### src/rtl/display_pkg.sv
`default_nettype none
// ============================================================================
// Module      : display_pkg
// Description : Shared constants, load-FSM state type and the leading-zero
//               blanking helper for the four-digit display scanner.
// Revision    : 1.0 - initial release
// ============================================================================
package display_pkg;

  localparam int         NUM_DIGITS          = 4;
  localparam logic [3:0] AN_OFF              = 4'b1111;
  localparam int         REFRESH_DIV_DEFAULT = 50000;

  typedef enum logic [0:0] {
    LOAD_EMPTY   = 1'b0,
    LOAD_PENDING = 1'b1
  } load_state_e;

  // A position is a leading zero when it and every more-significant nibble
  // are zero. The rightmost position is never treated as leading so that a
  // value of zero still lights one digit.
  function automatic logic lead_blank(input logic [15:0] value,
                                      input logic [1:0]  pos);
    logic blank;
    blank = (pos != 2'd0);
    for (int k = 0; k < NUM_DIGITS; k++) begin
      if ((k >= int'(pos)) && (value[4*k +: 4] != 4'h0)) begin
        blank = 1'b0;
      end
    end
    return blank;
  endfunction

endpackage
`default_nettype wire

### src/rtl/refresh_tick_gen.sv
`default_nettype none
// ============================================================================
// Module      : refresh_tick_gen
// Description : Refresh prescaler. Counts 0..REFRESH_DIV-1 and wraps; tick is
//               high for the single cycle in which the count is at its top.
// Ports       : clk  - system clock (rising edge)
//               rst  - synchronous active-high reset
//               tick - one-cycle strobe once every REFRESH_DIV cycles
// Revision    : 1.0 - initial release
// ============================================================================
module refresh_tick_gen
  import display_pkg::*;
#(
  parameter int REFRESH_DIV = REFRESH_DIV_DEFAULT
) (
  input  logic clk,
  input  logic rst,
  output logic tick
);

  localparam int             CNT_W    = (REFRESH_DIV > 1) ? $clog2(REFRESH_DIV) : 1;
  localparam logic [CNT_W-1:0] LAST_CNT = CNT_W'(REFRESH_DIV - 1);

  logic [CNT_W-1:0] cnt_q;
  logic [CNT_W-1:0] cnt_d;

  always_comb begin
    tick  = (cnt_q == LAST_CNT);
    cnt_d = tick ? '0 : cnt_q + CNT_W'(1);
  end

  always_ff @(posedge clk) begin
    if (rst) begin
      cnt_q <= '0;
    end else begin
      cnt_q <= cnt_d;
    end
  end

endmodule
`default_nettype wire

### src/rtl/display_scanner.sv
`default_nettype none
// ============================================================================
// Module      : display_scanner
// Description : Time-multiplexed driver for a four-digit seven-segment
//               display. A new 16-bit value is accepted through a
//               valid/ready handshake into a pending register and moved into
//               the displayed (shadow) register only at a frame boundary, so
//               a frame never mixes old and new digits. Optional leading-zero
//               blanking.
// Ports       : clk        - system clock (rising edge)
//               rst        - synchronous active-high reset
//               load_valid - new display value offered
//               load_data  - four hex nibbles, [3:0] is the rightmost digit
//               load_ready - value can be accepted this cycle
//               blank_lz   - enable leading-zero blanking
//               digit      - nibble for the external 7-segment decoder
//               an         - active-low digit enables, an[k] drives digit k
// Revision    : 1.0 - initial release
// ============================================================================
module display_scanner
  import display_pkg::*;
#(
  parameter int REFRESH_DIV = REFRESH_DIV_DEFAULT
) (
  input  logic        clk,
  input  logic        rst,
  input  logic        load_valid,
  input  logic [15:0] load_data,
  output logic        load_ready,
  input  logic        blank_lz,
  output logic [3:0]  digit,
  output logic [3:0]  an
);

  logic        tick;
  logic        frame_end;

  load_state_e state_q, state_d;
  logic [1:0]  idx_q, idx_d;
  logic [15:0] pending_q, pending_d;
  logic [15:0] shadow_q, shadow_d;
  logic [3:0]  digit_q, digit_d;
  logic [3:0]  an_q, an_d;

  refresh_tick_gen #(
    .REFRESH_DIV (REFRESH_DIV)
  ) u_tick_gen (
    .clk  (clk),
    .rst  (rst),
    .tick (tick)
  );

  always_comb begin
    idx_d     = tick ? idx_q + 2'd1 : idx_q;
    frame_end = tick && (idx_q == 2'd3);

    // Ready is masked by rst directly so that it reads low during reset and
    // high in the very first cycle after reset releases.
    load_ready = (state_q == LOAD_EMPTY) && !rst;

    state_d   = state_q;
    pending_d = pending_q;
    shadow_d  = shadow_q;

    case (state_q)
      LOAD_EMPTY: begin
        // A transfer on a frame-end cycle still waits a full frame: the
        // shadow is only ever fed from the pending register.
        if (load_valid && load_ready) begin
          pending_d = load_data;
          state_d   = LOAD_PENDING;
        end
      end
      LOAD_PENDING: begin
        if (frame_end) begin
          shadow_d = pending_q;
          state_d  = LOAD_EMPTY;
        end
      end
      default: begin
        state_d = LOAD_EMPTY;
      end
    endcase

    digit_d = shadow_q[{idx_q, 2'b00} +: 4];
    an_d    = AN_OFF;
    if (!(blank_lz && lead_blank(shadow_q, idx_q))) begin
      an_d[idx_q] = 1'b0;
    end
  end

  always_ff @(posedge clk) begin
    if (rst) begin
      state_q   <= LOAD_EMPTY;
      idx_q     <= 2'd0;
      pending_q <= 16'h0000;
      shadow_q  <= 16'h0000;
      digit_q   <= 4'h0;
      an_q      <= AN_OFF;
    end else begin
      state_q   <= state_d;
      idx_q     <= idx_d;
      pending_q <= pending_d;
      shadow_q  <= shadow_d;
      digit_q   <= digit_d;
      an_q      <= an_d;
    end
  end

  assign digit = digit_q;
  assign an    = an_q;

endmodule
`default_nettype wire

### config.mk
export PLATFORM = sky130hd
export DESIGN_NAME = display_scanner
export DESIGN_NICKNAME = d
export VERILOG_FILES = /design/src/rtl/display_pkg.sv /design/src/rtl/refresh_tick_gen.sv /design/src/rtl/display_scanner.sv
export SDC_FILE = /design/constraint.sdc
export NUM_CORES = 1
export LEC_CHECK = 0
export BUFFER_PORTS_ARGS = -buffer_cell sky130_fd_sc_hd__buf_2
export CAP_MARGIN = 20
export CORE_AREA = 2 2 54 93
export DETAILED_ROUTE_END_ITERATION = 16
export DIE_AREA = 0 0 56 95
export GPL_TIMING_DRIVEN = 0
export PLACE_DENSITY = 0.76
export SYNTH_ARGS = -nofsm -noshare
export SYNTH_HDL_FRONTEND = slang
export SYNTH_SLANG_ARGS = --single-unit
### constraint.sdc
create_clock -name clk -period 2 [get_ports clk]
set_input_delay 0.2 -clock clk [delete_from_list [all_inputs] [get_ports clk]]
set_output_delay 0.2 -clock clk [all_outputs]
set_load 0.02 [all_outputs]
## After elaboration in Yosys (flattened, before gate mapping)

Cells that the tools add are included.

| storage, ports and cells | value |
|---|---|
| bits in registers | 59 |
| latch bits | 0 |
| RAM bits | 0 |
| memory bits (read-only) | 0 |
| bits of input ports | 20 |
| output and inout bits | 9 |
| word-level logic and storage cells | 46 |
| memories kept | 0 |

| cells by class | value |
|---|---|
| add/subtract/negate cells | 2 |
| multiply operators | 0 |
| div/mod/pow operators | 0 |
| $lt $le $gt $ge | 5 |
| eq/ne operators | 2 |
| shift-type cells | 1 |
| mux-type cells | 9 |
| bitwise operators | 2 |
| reductions and logical operators | 18 |

Operators by type and width:

| operator | number |
|---|---|
| $add 16x1->16 const B | 1 |
| $eq 16x16->1 const B | 1 |
| $reduce_bool 4->1 | 4 |
| $shiftx 16x5->4 | 1 |
| $logic_and 1x1->1 | 8 |
| $mux 1 | 7 |
| $ge 1x2->1 const A | 2 |
| $not 4->4 | 1 |
| $reduce_and 2->1 | 2 |
| $reduce_or 2->1 | 2 |
| $lt 2x3->1 const B | 1 |
| $add 2x1->2 const B | 1 |
| $demux 1 s2 | 1 |
| $eq 2x2->1 const B | 1 |
| $ge 2x1->1 const B | 1 |
| $ge 2x2->1 const A | 1 |
| $pmux 1 s2 | 1 |
| $reduce_bool 2->1 | 1 |
| $logic_not 1->1 | 1 |
| $not 1->1 | 1 |

## Logic depth before layout (Yosys ltp)

| depth | value |
|---|---|
| word-level depth | 8 |
| depth in mapped cells | 7 |
| depth with buffers taken out | 6 |

## Cells and area by module

From an unflattened synthesis, not the netlist that was laid out.

| unflattened totals | value |
|---|---|
| cell total of the unflattened synthesis | 270 |
| area, all modules | 2,367.3 um^2 |

Modules (own cells, without submodules):

| module | times used | cells each | area each (um^2) | sequential area each (um^2) |
|---|---|---|---|---|
| display_scanner | 1 | 189 | 1,656.6 | 860.8 |
| refresh_tick_gen | 1 | 81 | 710.7 | 320.3 |

## Least setup slack after synthesis

OpenSTA, ideal clock, no wires.

| timing path | value |
|---|---|
| path kind | register to register |
| start point | register u_tick_gen.cnt_q[0] |
| end point | register u_tick_gen.cnt_q[10] |
| setup time | 117 ps |
| arrival time | 1,367 ps |
| data required time | 1,883 ps |
| setup slack | 516 ps |
| cell stages (with the launch flop) | 7 |
| path buffers | 1 |
| clock period less this slack | 1,484 ps |
| cell sequence | dfxtp_1 > ha_1 > and3_2 > nand4_4 > nand2b_1 > buf_2 > nor2_1 |

| between the ends | value |
|---|---|
| longest elaborated chain between the ends | 2 |
| elaborated cells between the ends (all ways) | 3 |
| those cells by class | add/sub (1); eq/ne (1); reduce/logical (1) |

RTL lines:

| element | line | text |
|---|---|---|
| start: declaration | refresh_tick_gen.sv:24 | `logic [CNT_W-1:0] cnt_q;` |
| start signal: assignment | refresh_tick_gen.sv:36 | `cnt_q <= cnt_d;` |
| branches (longest 2 deep; another with $add 16x1->16) | -- |  |

Parallel ways; which one is timed is not known.
A chain may end at the register's enable or synchronous reset.

## Worst setup path in the final report

| timing path | value |
|---|---|
| start point | register u_tick_gen.cnt_q[0] |
| end point | register u_tick_gen.cnt_q[12] |

The elaborated chain is that of the path after synthesis.

==> tab_implementation.tex <==
\begin{tabular}{lr}
\hline
Metric & Value \\
\hline
\multicolumn{2}{l}{\textbf{Yosys}} \\
\quad Number of standard cells after synthesis & around 270 \\
\quad Number of library cell types mapped by synthesis & 33 \\
\quad Synthesis-stage register bit count & just under 60 \\
\quad Synthesis Warnings & 0 \\
\quad Summed instance area of the synthesized netlist & around 0.0025 mm² \\
\quad Main flop type after synthesis & sky130\_fd\_sc\_hd\_\_dfxtp\_1 \\
\quad Synth Net Count & slightly below 300 \\
\quad Async S/R FF share, synth & 0 \\
\quad EDFF count, synth & 0 \\
\quad Avg Cell Area, Syn & a little over 9 µm² \\
\quad Post-synthesis sequential area ratio & 0.4722 \\
\multicolumn{2}{l}{\textbf{Final layout}} \\
\quad Layout cell share with drive strength beyond 1 & 0.1815 \\
\quad Total area of multi-input combinational cells & 0.001235 mm² \\
\quad Most common cell after layout, fill and taps aside & sky130\_fd\_sc\_hd\_\_dfxtp\_1 \\
\quad \# diodes & 0 \\
\quad Layout Area Growth over Synthesis & 15.96\% \\
\quad Util after Layout & 0.6272 \\
\quad Layout Nets & 336 \\
\quad Sequential cell area & between 0.001 and 0.0015 mm² \\
\quad Commonest non-fill, non-tap cells in the layout & sky130\_fd\_sc\_hd\_\_dfxtp\_1 (59), sky130\_fd\_sc\_hd\_\_o21ai\_0 (38), sky130\_fd\_sc\_hd\_\_buf\_2 (30) \\
\quad Final-layout fill cell count & between 400 and 500 \\
\multicolumn{2}{l}{\textbf{Placed design}} \\
\quad Final HPWL from detailed placement & 3749 µm \\
\quad Placer Congestion & 0.8292 \\
\quad Count of port buffers added during placement & 28 \\
\multicolumn{2}{l}{\textbf{Timing}} \\
\quad Unrepaired setup endpoints after global routing & false \\
\quad Clock tree skew after final layout & about 8 ps \\
\quad Worst rel slew slack & 0.6684 \\
\quad Shortest clock period the worst path allows after layout & roughly 1800 ps \\
\quad F\_max & $\sim$0.57 GHz \\
\quad Share of the clock period used by the worst path & 0.8778 \\
\quad Number of slew-limit violations in the final report & 0 \\
\quad Least-Margin Pin Slew & roughly 500 ps \\
\quad Final hold vios & 0 \\
\quad Number of endpoints failing setup at the final stage & 0 \\
\quad Final-layout setup total negative slack & 0 ps \\
\multicolumn{2}{l}{\textbf{Clock network}} \\
\quad Number of post-CTS setup repair buffers & 0 \\
\quad Number of hold buffers added after cts & 0 \\
\quad TritonCTS clock tree & yes \\
\quad Skew-Pair Late Insertion Delay & roughly 330 ps \\
\quad TritonCTS sink count & just under 60 \\
\quad Number of buffers on the longest clock path & 2 \\
\quad H-tree level count & 3 \\
\quad Number of gates given a new drive strength after cts & 0 \\
\quad Cell at the root of the clock tree & sky130\_fd\_sc\_hd\_\_clkbuf\_8 \\
\quad Number of buffers inserted during clock tree synthesis & 9 \\
\quad Clock transition at path regs & 60 ps \\
\multicolumn{2}{l}{\textbf{Floorplanning}} \\
\quad Effective utilization at floorplan & 0.5409 \\
\quad X dimension of the die & around 56 µm \\
\quad Vert. Die Dim & 95 µm \\
\quad Std cell rows & 33 \\
\quad Count of pins on the block boundary & 29 \\
\quad Full die area & around 0.0053 mm² \\
\quad Area of the core & approximately 0.0046 mm² \\
\multicolumn{2}{l}{\textbf{Global route}} \\
\quad Initial antenna violation count & 0 \\
\quad Number of global-route vias before repair & 1933 \\
\quad Pin count of the biggest net entering global routing & 11 \\
\quad Wire length of the first global-routing pass & $\sim$8600 µm \\
\quad GRT Util Overall & 0.2124 \\
\quad Sum of overflow across all layers after global routing & 0 \\
\multicolumn{2}{l}{\textbf{Setup path}} \\
\quad Worst path arrival time & 1970 ps \\
\quad Worst setup EP type & flip-flop \\
\quad CP Data Required Time & about 2200 ps \\
\quad Worst Setup Start Kind & flip-flop \\
\quad WS Path Type & reg2reg \\
\quad CP Max Fanout & 10 \\
\multicolumn{2}{l}{\textbf{Pwr}} \\
\quad Static leakage & 1.110 nW \\
\quad Worst IR Drop VDD & between 0.9 and 1 mV \\
\quad Pwr/cell area & 821.2 mW/mm² \\
\multicolumn{2}{l}{\textbf{Run status}} \\
\quad Status & finished clean \\
\multicolumn{2}{l}{\textbf{Routing}} \\
\quad Number of routed nets with antenna violations & 0 \\
\quad Number of violations reported at the end of detailed-routing iteration 0 & 50 \\
\quad WL per Instance & 14.07 µm \\
\quad Total vias in the final route & 1972 \\
\quad 1st-pass router iterations & 4 \\
\quad DRC violations left & 0 \\
\quad Detailed Route WL & $\sim$5100 µm \\
\quad Detail-routed via count per cell & $\sim$5.4 \\
\multicolumn{2}{l}{\textbf{Flow run}} \\
\quad Maxcap violations & 0 \\
\multicolumn{2}{l}{\textbf{Hold path}} \\
\quad Worst hold-check path type & in2reg \\
\hline
\end{tabular}
## cells in the mapped netlist, types with 6 or more instances
master | n | area [µm²]
sky130_fd_sc_hd__dfxtp_1 | 59 | 1181
sky130_fd_sc_hd__o21ai_0 | 38 | 190.2
sky130_fd_sc_hd__nand2_1 | 26 | 97.59
sky130_fd_sc_hd__nor2_1 | 23 | 86.33
sky130_fd_sc_hd__nand2b_1 | 17 | 106.4
sky130_fd_sc_hd__nor2b_1 | 11 | 68.82
sky130_fd_sc_hd__and2b_1 | 10 | 75.07
sky130_fd_sc_hd__clkbuf_1 | 10 | 37.54
sky130_fd_sc_hd__o21ai_1 | 10 | 50.05
sky130_fd_sc_hd__xnor2_1 | 10 | 87.58
sky130_fd_sc_hd__ha_1 | 6 | 75.07
sky130_fd_sc_hd__nor4_1 | 6 | 37.54
## through the flow
step                      std cells  hold slack (ps)  power [W]  area (µm²)  setup slack [ps]
after CTS                       366            43.43   0.002409        2900             235.8
after global routing            366            62.34   0.002468        2900             87.31
final                           366            58.13   0.002382        2900             244.5
after detailed placement        351            398.6   0.001345        2706             273.2
after global placement          351            393.4   0.001342        2706             286.2
after floorplan                 271            308.6   0.001302        2501             516.1
## metal layers
layer / wire (µm) / vias to the layer above / global-route usage / part of all wire
li1: - / 999 / - / -
met1: 2065 / 928 / 0.2112 / 0.40
met2: 2802 / 32 / 0.3980 / 0.54
met3: 148 / 13 / 0.04795 / 0.029
met4: 131 / 0 / 0.1190 / 0.025
met5: 0 / - / 0 / 0
## flip-flops by register name (all words and copies together) (netlist names)
signal            cells
an                    4
digit                 4
idx_q                 2
pending_q            16
shadow_q             16
state_q               1
u_tick_gen.cnt_q     16
## final timing paths
kind / start / end / slack (ps) / cells after the start
worst max register to register: u_tick_gen.cnt_q[0] / u_tick_gen.cnt_q[12] / 240 / 6
worst max-delay path: u_tick_gen.cnt_q[0] / u_tick_gen.cnt_q[12] / 240 / 6
worst min register to register: pending_q[12] / shadow_q[12] / 460 / 2
worst min-delay path: load_data[1] / pending_q[1] / 60 / 3
## final cells by class
class | instances | share of cell area
buffer | 14 | 0.02286
sequential | 59 | 0.4072
multi-input combinational | 193 | 0.4258
clock buffer | 13 | 0.05479
inverter | 5 | 0.006471
clock inverter | 2 | 0.01208
timing repair buffer | 28 | 0.04832
tap | 52 | 0.02243
## logic make-up after synthesis
group	synth area share
compound gates	0.1041
xor+xnor	0.05252
fa+ha+maj	0.03001
buf+inv	0.03402
flops	0.4722
mux	0.03602
simple gates	0.2711
## report_power, final
group	total (W)	switching [W]	leakage, nW	internal, W
clock	0.00106	0.000427	0.0995	0.000635
sequential	0.00122	0.0000128	0.479	0.00121
combinational	0.000101	0.0000585	0.531	0.0000427
## worst max-delay path: stages, from the launching register on
cell	delay [ps]
sky130_fd_sc_hd__dfxtp_1	370
sky130_fd_sc_hd__ha_1	270
sky130_fd_sc_hd__and3_2	260
sky130_fd_sc_hd__nand4_4	160
sky130_fd_sc_hd__nand2b_1	250
sky130_fd_sc_hd__buf_2	260
sky130_fd_sc_hd__nor2_1	70
No activity file was read; power rests on OpenSTA's default activity.
